**src/rtl/fetch_pc.sv**
```systemverilog
// Program counter and fetch sequencer in front of the instruction ROM.
// Handles run start, jumps, relative branches, stalls, halt and cycle counting.
module fetch_pc #(
  parameter int A   = 10,
  parameter int OFS = 6,
  parameter int CW  = 16
) (
  input  logic           Clk,
  input  logic           Reset,
  input  logic           Start,
  input  logic [A-1:0]   StartAddr,
  input  logic           Stall,
  input  logic           JumpEn,
  input  logic [A-1:0]   Target,
  input  logic           BranchEn,
  input  logic [OFS-1:0] BranchOfs,
  input  logic           Halt,
  output logic [A-1:0]   ProgCounter,
  output logic           Running,
  output logic           Done,
  output logic [CW-1:0]  CycleCount
);

  typedef enum logic [1:0] {
    S_IDLE,
    S_RUN,
    S_DONE
  } state_t;

  state_t        r_state;
  state_t        w_state_nxt;
  logic [A-1:0]  r_pc;
  logic [A-1:0]  w_pc_nxt;
  logic [CW-1:0] r_cnt;
  logic [CW-1:0] w_cnt_nxt;
  logic          r_running;
  logic          r_done;
  logic [A-1:0]  w_ofs_ext;
  logic          w_cnt_sat;

  assign w_ofs_ext = {{(A-OFS){BranchOfs[OFS-1]}}, BranchOfs};
  assign w_cnt_sat = &r_cnt;

  always_comb begin
    w_state_nxt = r_state;
    w_pc_nxt    = r_pc;
    w_cnt_nxt   = r_cnt;
    unique case (r_state)
      S_IDLE, S_DONE: begin
        if (Start) begin
          w_state_nxt = S_RUN;
          w_pc_nxt    = StartAddr;
          w_cnt_nxt   = '0;
        end
      end
      S_RUN: begin
        // every RUN edge counts, including stalls and the halting edge
        if (!w_cnt_sat)
          w_cnt_nxt = r_cnt + {{(CW-1){1'b0}}, 1'b1};
        if (Stall) begin
          w_pc_nxt = r_pc;
        end else if (Halt) begin
          w_state_nxt = S_DONE;
        end else if (JumpEn) begin
          w_pc_nxt = Target;
        end else if (BranchEn) begin
          w_pc_nxt = r_pc + w_ofs_ext;
        end else begin
          w_pc_nxt = r_pc + {{(A-1){1'b0}}, 1'b1};
        end
      end
      default: begin
        w_state_nxt = S_IDLE;
      end
    endcase
  end

  always_ff @(posedge Clk or posedge Reset) begin
    if (Reset) begin
      r_state   <= S_IDLE;
      r_pc      <= '0;
      r_cnt     <= '0;
      r_running <= 1'b0;
      r_done    <= 1'b0;
    end else begin
      r_state   <= w_state_nxt;
      r_pc      <= w_pc_nxt;
      r_cnt     <= w_cnt_nxt;
      r_running <= (w_state_nxt == S_RUN);
      r_done    <= (w_state_nxt == S_DONE);
    end
  end

  assign ProgCounter = r_pc;
  assign Running     = r_running;
  assign Done        = r_done;
  assign CycleCount  = r_cnt;

endmodule

```
**config.mk**
```make
export PLATFORM = sky130hd
export DESIGN_NAME = fetch_pc
export DESIGN_NICKNAME = d
export VERILOG_FILES = /design/src/rtl/fetch_pc.sv
export SDC_FILE = /design/constraint.sdc
export NUM_CORES = 1
export LEC_CHECK = 0
export CORE_ASPECT_RATIO = 0.6
export CORE_UTILIZATION = 35
export CTS_CLUSTER_SIZE = 8
export DETAILED_ROUTE_END_ITERATION = 7
export GPL_ROUTABILITY_DRIVEN = 0
export GPL_TIMING_DRIVEN = 0
export MAX_ROUTING_LAYER = met4
export PLACE_DENSITY = 0.62
export SLEW_MARGIN = 0
export SYNTH_ARGS = -nofsm -noshare
export SYNTH_HDL_FRONTEND = slang
export SYNTH_SLANG_ARGS = --single-unit
```
**constraint.sdc**
```tcl
create_clock -name Clk -period 2.77 [get_ports Clk]
set_input_delay 0.554 -clock Clk [delete_from_list [all_inputs] [get_ports Clk]]
set_output_delay 0.554 -clock Clk [all_outputs]
set_load 0.1 [all_outputs]
```
; Word level (Yosys, flattened, before mapping)
; Cells that the tools add are included.
[word_totals]
register_bits = 30
inputBits = 33
word_cells = 35
[classes]
addsub = 3
n_eq_ne = 8
muxes = 13
n_reduce_logical = 6
[ops]
columns = operator, count
row1 = 10-bit 2-to-1 mux, 5
row2 = 16-bit 2-to-1 mux, 2
row3 = 16-bit one-hot mux with 2 select lines, 1
row4 = 10-bit one-hot mux with 2 select lines, 1
row5 = "16-bit by 1-bit adder with 16-bit output, second input constant", 1
row6 = 16-bit AND reduction, 1
row7 = "10-bit by 1-bit adder with 10-bit output, second input constant", 1
row8 = 10-bit adder, 1
row9 = "2-bit inequality test, second input constant", 4
row10 = 2-bit 2-to-1 mux, 3
row11 = "2-bit by 1-bit == test with 1-bit output, second input constant", 2
row12 = "2-bit == test, second input constant", 2
row13 = 2-bit one-hot mux with 2 select lines, 1
row14 = 4-bit AND reduction, 1
row15 = 3-bit AND reduction, 1
row16 = 2-bit zero test, 1
row17 = 2-bit nonzero test, 1
row18 = 2-bit OR reduction, 1

; Logic depth before layout (Yosys ltp)
; Gate-level depths: netlist of run 1.
[depth]
depth_word = 6
ltp_mapped = 8
depth_no_buf = 8

; Worst setup path after synthesis of run 1
; OpenSTA, ideal clock, no wires.
[synth_path]
kind = reg2reg
startpoint = register r_pc[0] (netlist: ProgCounter[0])
endpoint = register r_pc[8] (netlist: ProgCounter[8])
setup_time_ns = 0.071
arrival_ns = 2.674
required_ns = 2.699
path_slack_ns = 0.025
stages_incl_launch_ff = 8
path_buffers = 0
period_less_slack_ns = 2.745
cell_sequence = dfrtp_1 ha_1 fa_1 a211oi_1 o21bai_2 mux2i_1 mux2_2 nor2_1
[synth_via]
elab_chain_len = 6
[synth_lines]
columns = element, line
row1 = "start, declared", 32  ; logic [A-1:0] r_pc;
row2 = "start signal, assigned", 87  ; r_pc <= w_pc_nxt;
row3 = 10-bit by 1-bit adder with 10-bit output or 10-bit adder (tied branches), "69, 67"
row4 = 10-bit 2-to-1 mux *, 66  ; end else if (BranchEn) begin
row5 = 10-bit 2-to-1 mux *, 64  ; end else if (JumpEn) begin
row6 = 10-bit 2-to-1 mux *, 62  ; end else if (Halt) begin
row7 = 10-bit 2-to-1 mux *, 60  ; if (Stall) begin
row8 = 10-bit one-hot mux with 2 select lines *, 48  ; unique case (r_state)
; Every way passes the cells marked *; elsewhere a longest branch is shown, timed or not. The select of a mux whose other input is x is not followed.
; A chain may end at the register's enable or synchronous reset.

; Worst setup path in the final report of run 1
[layout_path]
startpoint = input port BranchOfs[0]
endpoint = register r_pc[8] (netlist: ProgCounter[8])
[layout_via]
elab_chain_len = 6
[layout_lines]
columns = element, line
row1 = "start, declared", 16  ; input logic [OFS-1:0] BranchOfs,
row2 = 10-bit adder, 67  ; w_pc_nxt = r_pc + w_ofs_ext;
row3 = 10-bit 2-to-1 mux, 66
row4 = 10-bit 2-to-1 mux, 64
row5 = 10-bit 2-to-1 mux, 62
row6 = 10-bit 2-to-1 mux, 60
row7 = 10-bit one-hot mux with 2 select lines, 48
; No other way between the ends. The select of a mux whose other input is x is not followed.

==> results_dict.tcl, run 1 <==
set metrics [dict create \
    outcome "finished clean" \
    start_util_pct 37.4 \
    cpMaxStageDelayCell "fa_2" \
    dieArea_sq_um 6450 \
    worstPathRequired_ns 2.99 \
    post_drt_wl_per_cell_um 15.6 \
    hp-class "register to register" \
    finalMaxSlewViolations 0 \
    grt_usage_pct 20.4 \
    ys_seq_area_share_pct 35.0 \
    max_stage_delay_ns 0.40 \
    yosysUniqueCellTypes 56 \
    drtPass1Iterations 4 \
    drt_iter0_drc 127 \
    finalPower_uw 2990 \
    critPathArrivalTime_ns 2.83 \
    dp_hpwl_um 4640 \
    ant_nets 0 \
    overflow 0 \
    viasPerCell 5.28 \
    port_buffers 59 \
    cp_top_family "adder cells" \
    clk_pin_slew_ns 0.07 \
    synth_edf_count 0 \
    cp-start-kind "primary input" \
    pwr_density_cell_nw_per_um2 1010 \
    h-tree-depth 2 \
    synth_nets 280 \
    postCtsSetupBuffers 0 \
    cts_buffers 5 \
    critical_path.max_fanout 4 \
    drc 0 \
    nNetsFinal 347 \
    worstSetupEndpointType "register" \
    hold_violations 0 \
    clk_path_buf_depth 2 \
    insertion_delay_ns 0.28 \
    crit_type "primary input to register" \
    finalHoldWorstSlack_ns 0.534 \
    finalCriticalPeriod_ns 2.61 \
    synth_area_leaders "dfrtp_1, xnor2_1, nand2_1" \
    yosys_warnings 0 \
    grt_pass1_vias 1855 \
    grt_start_max_net_pins 31 \
    synth_top_cell_area_share_pct 35.0 \
    worst_slew_pin_slew_ns 0.991 \
    layout_commonest_cell "clkdlybuf4s50_1" \
    wirelength_um 6060 \
    slew_headroom_pct 33.8 \
    vdd_drop_max_v 0.000744 \
    final_cell_mix "clkdlybuf4s50_1, dfrtp_1, nand2_1, nor2_1, xnor2_1" \
    die_x_um 103 \
    synth_compound_area_share_pct 18.8 \
    antenna_cells 0 \
    avgSynthCellArea_sq_um 8.94 \
    synthSimpleGateAreaFrac_pct 28.7 \
    synth_ff_type "dfrtp_1" \
    cts_hold_buf 0 \
    vias 2048 \
    synth_mux_area_share_pct 3.33 \
    synth_xor_area_share_pct 5.31 \
    maxCapViolations 0 \
    clock_skew_ns 0.00971 \
    setup_viol 0 \
    async_flop_share_pct 100 \
    area_growth_pct 38.4 \
    root_buffer "clkbuf_8" \
    setup_tns_ns 0 \
    netlist_area_sq_um 2140 \
    die_h_um 62.6 \
    boundaryPins 61 \
    core_area_sq_um 5730 \
    netlist_instances 240 \
    power.leakage_uw 0.00118 \
    fmax_ghz 0.384 \
    synth-adder-area-share_pct 4.43 \
    fin_crit_sh_pct 94.1 \
    yosysTopAreaCell "dfrtp_1" \
    antenna_found_initial 0 \
    clock-sinks 30 \
    ys_ff_latch 30 \
    cts_tree "yes" \
    drive_gt1_share_pct 11.0 \
    crit_chain "clkdlybuf4s50_1 > nand2b_1 > ha_1 > fa_2 > a211oi_4 > o21bai_2 > mux2i_1 > mux2_2 > nor2_1" \
    synth_top_family_by_area "simple AND/OR/NAND/NOR gates" \
    num_rows 21 \
    grt_setup_unrepaired "no" \
    cp_num_buf_inv 1 \
    r2r_slack_ns 0.54 \
    grt_first_pass_wirelength_um 9660 \
]
[report_power, final]
| part | switching (uW) | total (uW) | internal, uW | leakage [uW] |
|---|---|---|---|---|
| Combinational | 1360 | 1920 | 567 | 0.000743 |
| Clock | 169 | 369 | 200 | 0.0000482 |
| Sequential | 145 | 701 | 556 | 0.000389 |
| Total | 1670 | 2990 | 1320 | 0.00118 |
[path summary, 6_finish.rpt]
| path | from | to | cells past startpoint |
|---|---|---|---|
| max | BranchOfs[0] | ProgCounter[8] | 9 |
| min | ProgCounter[0] | ProgCounter[0] | 2 |
| max in group asynchronous | Reset | r_state[0] | 3 |
| min reg2reg | ProgCounter[0] | ProgCounter[0] | 2 |
| max reg2reg | ProgCounter[0] | ProgCounter[8] | 7 |
| min in group asynchronous | Reset | CycleCount[10] | 2 |
[synth_stat cells, drive strengths merged, types with 4 or more instances]
library cell	number
dfrtp	30
a21oi	13
nor4	5
mux2i	6
a31oi	4
and2	7
nand4	4
ha	6
xnor2	13
clkbuf	5
o21ai	16
nor3	8
nor3b	4
a211oi	7
nand2b	7
buf	6
nand3	11
nor2	21
nand2	24
and3	7
inv	5
[kinds of logic after synthesis]
logic type | Yosys count
DFF | 30
muxes | 7
adders and majority gates | 7
xor gates and xnor gates | 13
AOI/OAI and AO/OA | 58
buffers and inverters | 17
and+or+nand+nor | 108
[state kept, by name, summed over array words and instances, names as in the netlist]
register     count
Running          1
CycleCount      16
r_state          2
ProgCounter     10
Done             1
[metrics by stage]
stage | setup slack, ns | area (sq um) | utilization [%] | cells
CTS | 0.0941 | 2940 | 51.3 | 387
floorplan | 0.0246 | 2140 | - | 240
global placement | -0.565 | 2840 | 49.5 | 379
global route | 0.0848 | 2970 | 51.8 | 388
detailed placement | -0.578 | 2840 | 49.5 | 379
finish | 0.164 | 2970 | 51.8 | 388
[layer usage]
| metal | wire length [um] | vias up | global-route usage (%) |
|---|---|---|---|
| met2 | 2260 | 70 | 23.9 |
| met3 | 395 | 7 | 4.70 |
| met4 | 50 | 0 | 4.75 |
| li1 | - | 1012 | - |
| met1 | 3350 | 959 | 33.5 |
| met5 | 0 | - | - |
[area by class of cell]
cell class | instances | area [sq um]
buffer | 12 | 75.1
clock buffer | 7 | 86.3
clock inverter | 1 | 5.00
fill | 547 | 2760
inverter | 5 | 18.8
multi-input combinational | 193 | 1320
sequential | 30 | 751
tap | 80 | 100
timing repair buffer | 60 | 617
[worst min-delay path: stages (launching register included)]
cell and delay, ns:
dfrtp_1 0.38, nand2_1 0.06, o21ai_1 0.06
[what timing repair did]
action                     CTS  global route
resized for setup            3             1
setup endpoints to repair    2             1
cloned                       0             0
Note: power is estimated with default switching activity, not from simulation.
==> run 2, diff against run 1 <==
- CTS_CLUSTER_DIAMETER: default -> 40
==> results of run 2 <==
No change in the layout: final DEF, timing and power equal those of run 1.
==> variant (settings of run 2) <==
Reset style: synchronous (`Reset`), changed in one clocked block.
--- a/src/rtl/fetch_pc.sv
+++ b/src/rtl/fetch_pc.sv
@@ -76,5 +76,5 @@
   end
 
-  always_ff @(posedge Clk or posedge Reset) begin
+  always_ff @(posedge Clk) begin
     if (Reset) begin
       r_state   <= S_IDLE;
Formal check against the unedited RTL: differs if Reset is asserted again (counterexample within 4 cycles, from zero or initial values and one cycle with Reset high); with Reset held inactive, the same outputs for 10 cycles.
==> variant against run 2 <==
  * The flow now finishes with violations (design-rule violations)
  * Die area shrank 9.4%
  * First-iteration DRC count rose by 48%
  * Area after synthesis down 9.6%
  * Routed wire length shrank 3.8%
  * Design area down 8.5%
  * Hold slack got worse by 0.039 ns
  * Sequential share of layout area is 3.2 points lower
  * Final cell count decreased by 2.8%
  * Setup slack got worse by 0.044 ns
  * Sequential cell count is the same
  * Critical path type unchanged
  * Largest cell class unchanged
  * Highest routed layer unchanged
Power is not compared: it rests on default switching activity, and its combinational part moved more than twofold at a synthesized area within 25%.
==> variant: results (changes against run 2) <==
Outcome: complete, but fails checks
Failing checks: design-rule violations
Vias in the first global route: 1917 (+3.3%)
Mapped Cells: 244 (+1.7%)
Metal2 WL: 2130 um (-6.1%)
Final net count: 350 (+0.86%)
Post-synth ARST share: 0 (-1.00)
Yosys cell types: 44 (-21%)
Peak VDD IR: 0.206 mV
Vias per cell: 5.49 (+4.0%)
CP delay by family, top: simple AND/OR/NAND/NOR gates
Top Layer Used: met4
Initial drt markers: 188 (+48%)
Synth top area cells: dfxtp_1 31%, xor2_1 5.4%, a21oi_1 5.2%
Placed Cells: 369 (-2.6%)
Total global-route track usage: 0.224 (+0.0205)
DRC: 3 (+3)
Met1 wire length: 3210 um (-4.3%)
Post-DP HPWL: 4420 um (-4.7%)
Final period util: 0.957 (+0.0159)
R2R Setup Slk: 0.58 ns (+0.04 ns)
First-pass GRT wire length: 9780 um (+1.2%)
Syn Nets: 284 (+1.4%)
Met3 wire length: 474 um (+20%)
TritonRoute pass-1 iters: 6 (+2)
FILL cells: 526 (-3.8%)
DR WL/cell: 15.5 um (-1.0%)
Worst EP arrival: 2.84 ns (about the same)
Worst Hold Slack: 0.496 ns (-0.0387 ns)
Worst Tran Pin Value: 0.983 ns (-0.00714 ns)
Worst slack, placed: -0.434 ns (+0.143 ns)
Total number of vias: 2070 (+1.1%)
Largest net degree at the start of global routing: 11 (-65%)
CP max-delay cell: or4_1
Share of layout cells above drive strength 1: 0.0675 (-0.0429)
Largest stage delay on the critical path: 0.46 ns (+0.06 ns)
Clk_skew: 0.00383 ns (-0.00588 ns)
Register area share after synthesis: 0.310 (-0.0402)
Crit path max fanout: 4 (unchanged)
Top cells by count, synth: 30 x dfxtp_1, 26 x nor2_1, 23 x nand2_1, 20 x a21oi_1
[variant: per-layer routing]
layer	vias up	track usage
met1	952	0.351
li1	1036	-
met5	-	-
met3	2	0.0472
met4	0	0.0411
met2	80	0.284
[variant: layout make-up]
cell class | instances | area share
inverter | 2 | 0.00276
tap | 66 | 0.0304
clock inverter | 1 | 0.00184
clock buffer | 7 | 0.0318
buffer | 14 | 0.0221
timing repair buffer | 59 | 0.217
multi-input combinational | 198 | 0.473
sequential | 30 | 0.221
[variant: final timing paths]
kind / endpoint / from
worst max register to register: ProgCounter[6] / ProgCounter[0]
worst min-delay path: ProgCounter[4] / ProgCounter[4]
worst max-delay path: ProgCounter[6] / BranchOfs[0]
worst min register to register: ProgCounter[4] / ProgCounter[4]
[variant: cell families after synthesis]
kind of cell	synth area share
AND/OR/NAND/NOR	0.286
AO/OA/AOI/OAI	0.232
flip-flops	0.310
buffers and inverters	0.0349
XOR/XNOR	0.0678
adder cells (fa/ha/maj)	0.0491
multiplexers	0.0207
[variant: stage by stage]
| step | total power (W) | instance area (um^2) |
|---|---|---|
| 5_1_grt | 0.00130 | 2720 |
| 3_3_place_gp | 0.000864 | 2610 |
| 6_report | 0.00123 | 2720 |
| 3_5_place_dp | 0.000866 | 2610 |
| 2_1_floorplan | 0.000741 | 1940 |
| 4_1_cts | 0.00123 | 2700 |
[variant: repair_timing]
action                                  CTS  global route
endpoints found under the hold margin     0             0
endpoints found under the setup margin    1             1
gates resized for setup                   1             4
[variant: worst register-to-register path, delay by kind of cell (launching register included)]
kind,cells,cell delay [ns]
compound gates,1,0.28
fa+ha+maj,2,0.64
flops,1,0.34
simple gates,4,0.86
[variant: report_power, final]
| part | total [W] | internal [W] | leakage, nW | switching (W) |
|---|---|---|---|---|
| clock network | 0.000369 | 0.000200 | 0.0482 | 0.000169 |
| logic | 0.000394 | 0.000136 | 0.719 | 0.000258 |
| registers | 0.000468 | 0.000450 | 0.244 | 0.0000182 |
| total | 0.00123 | 0.000786 | 1.01 | 0.000445 |
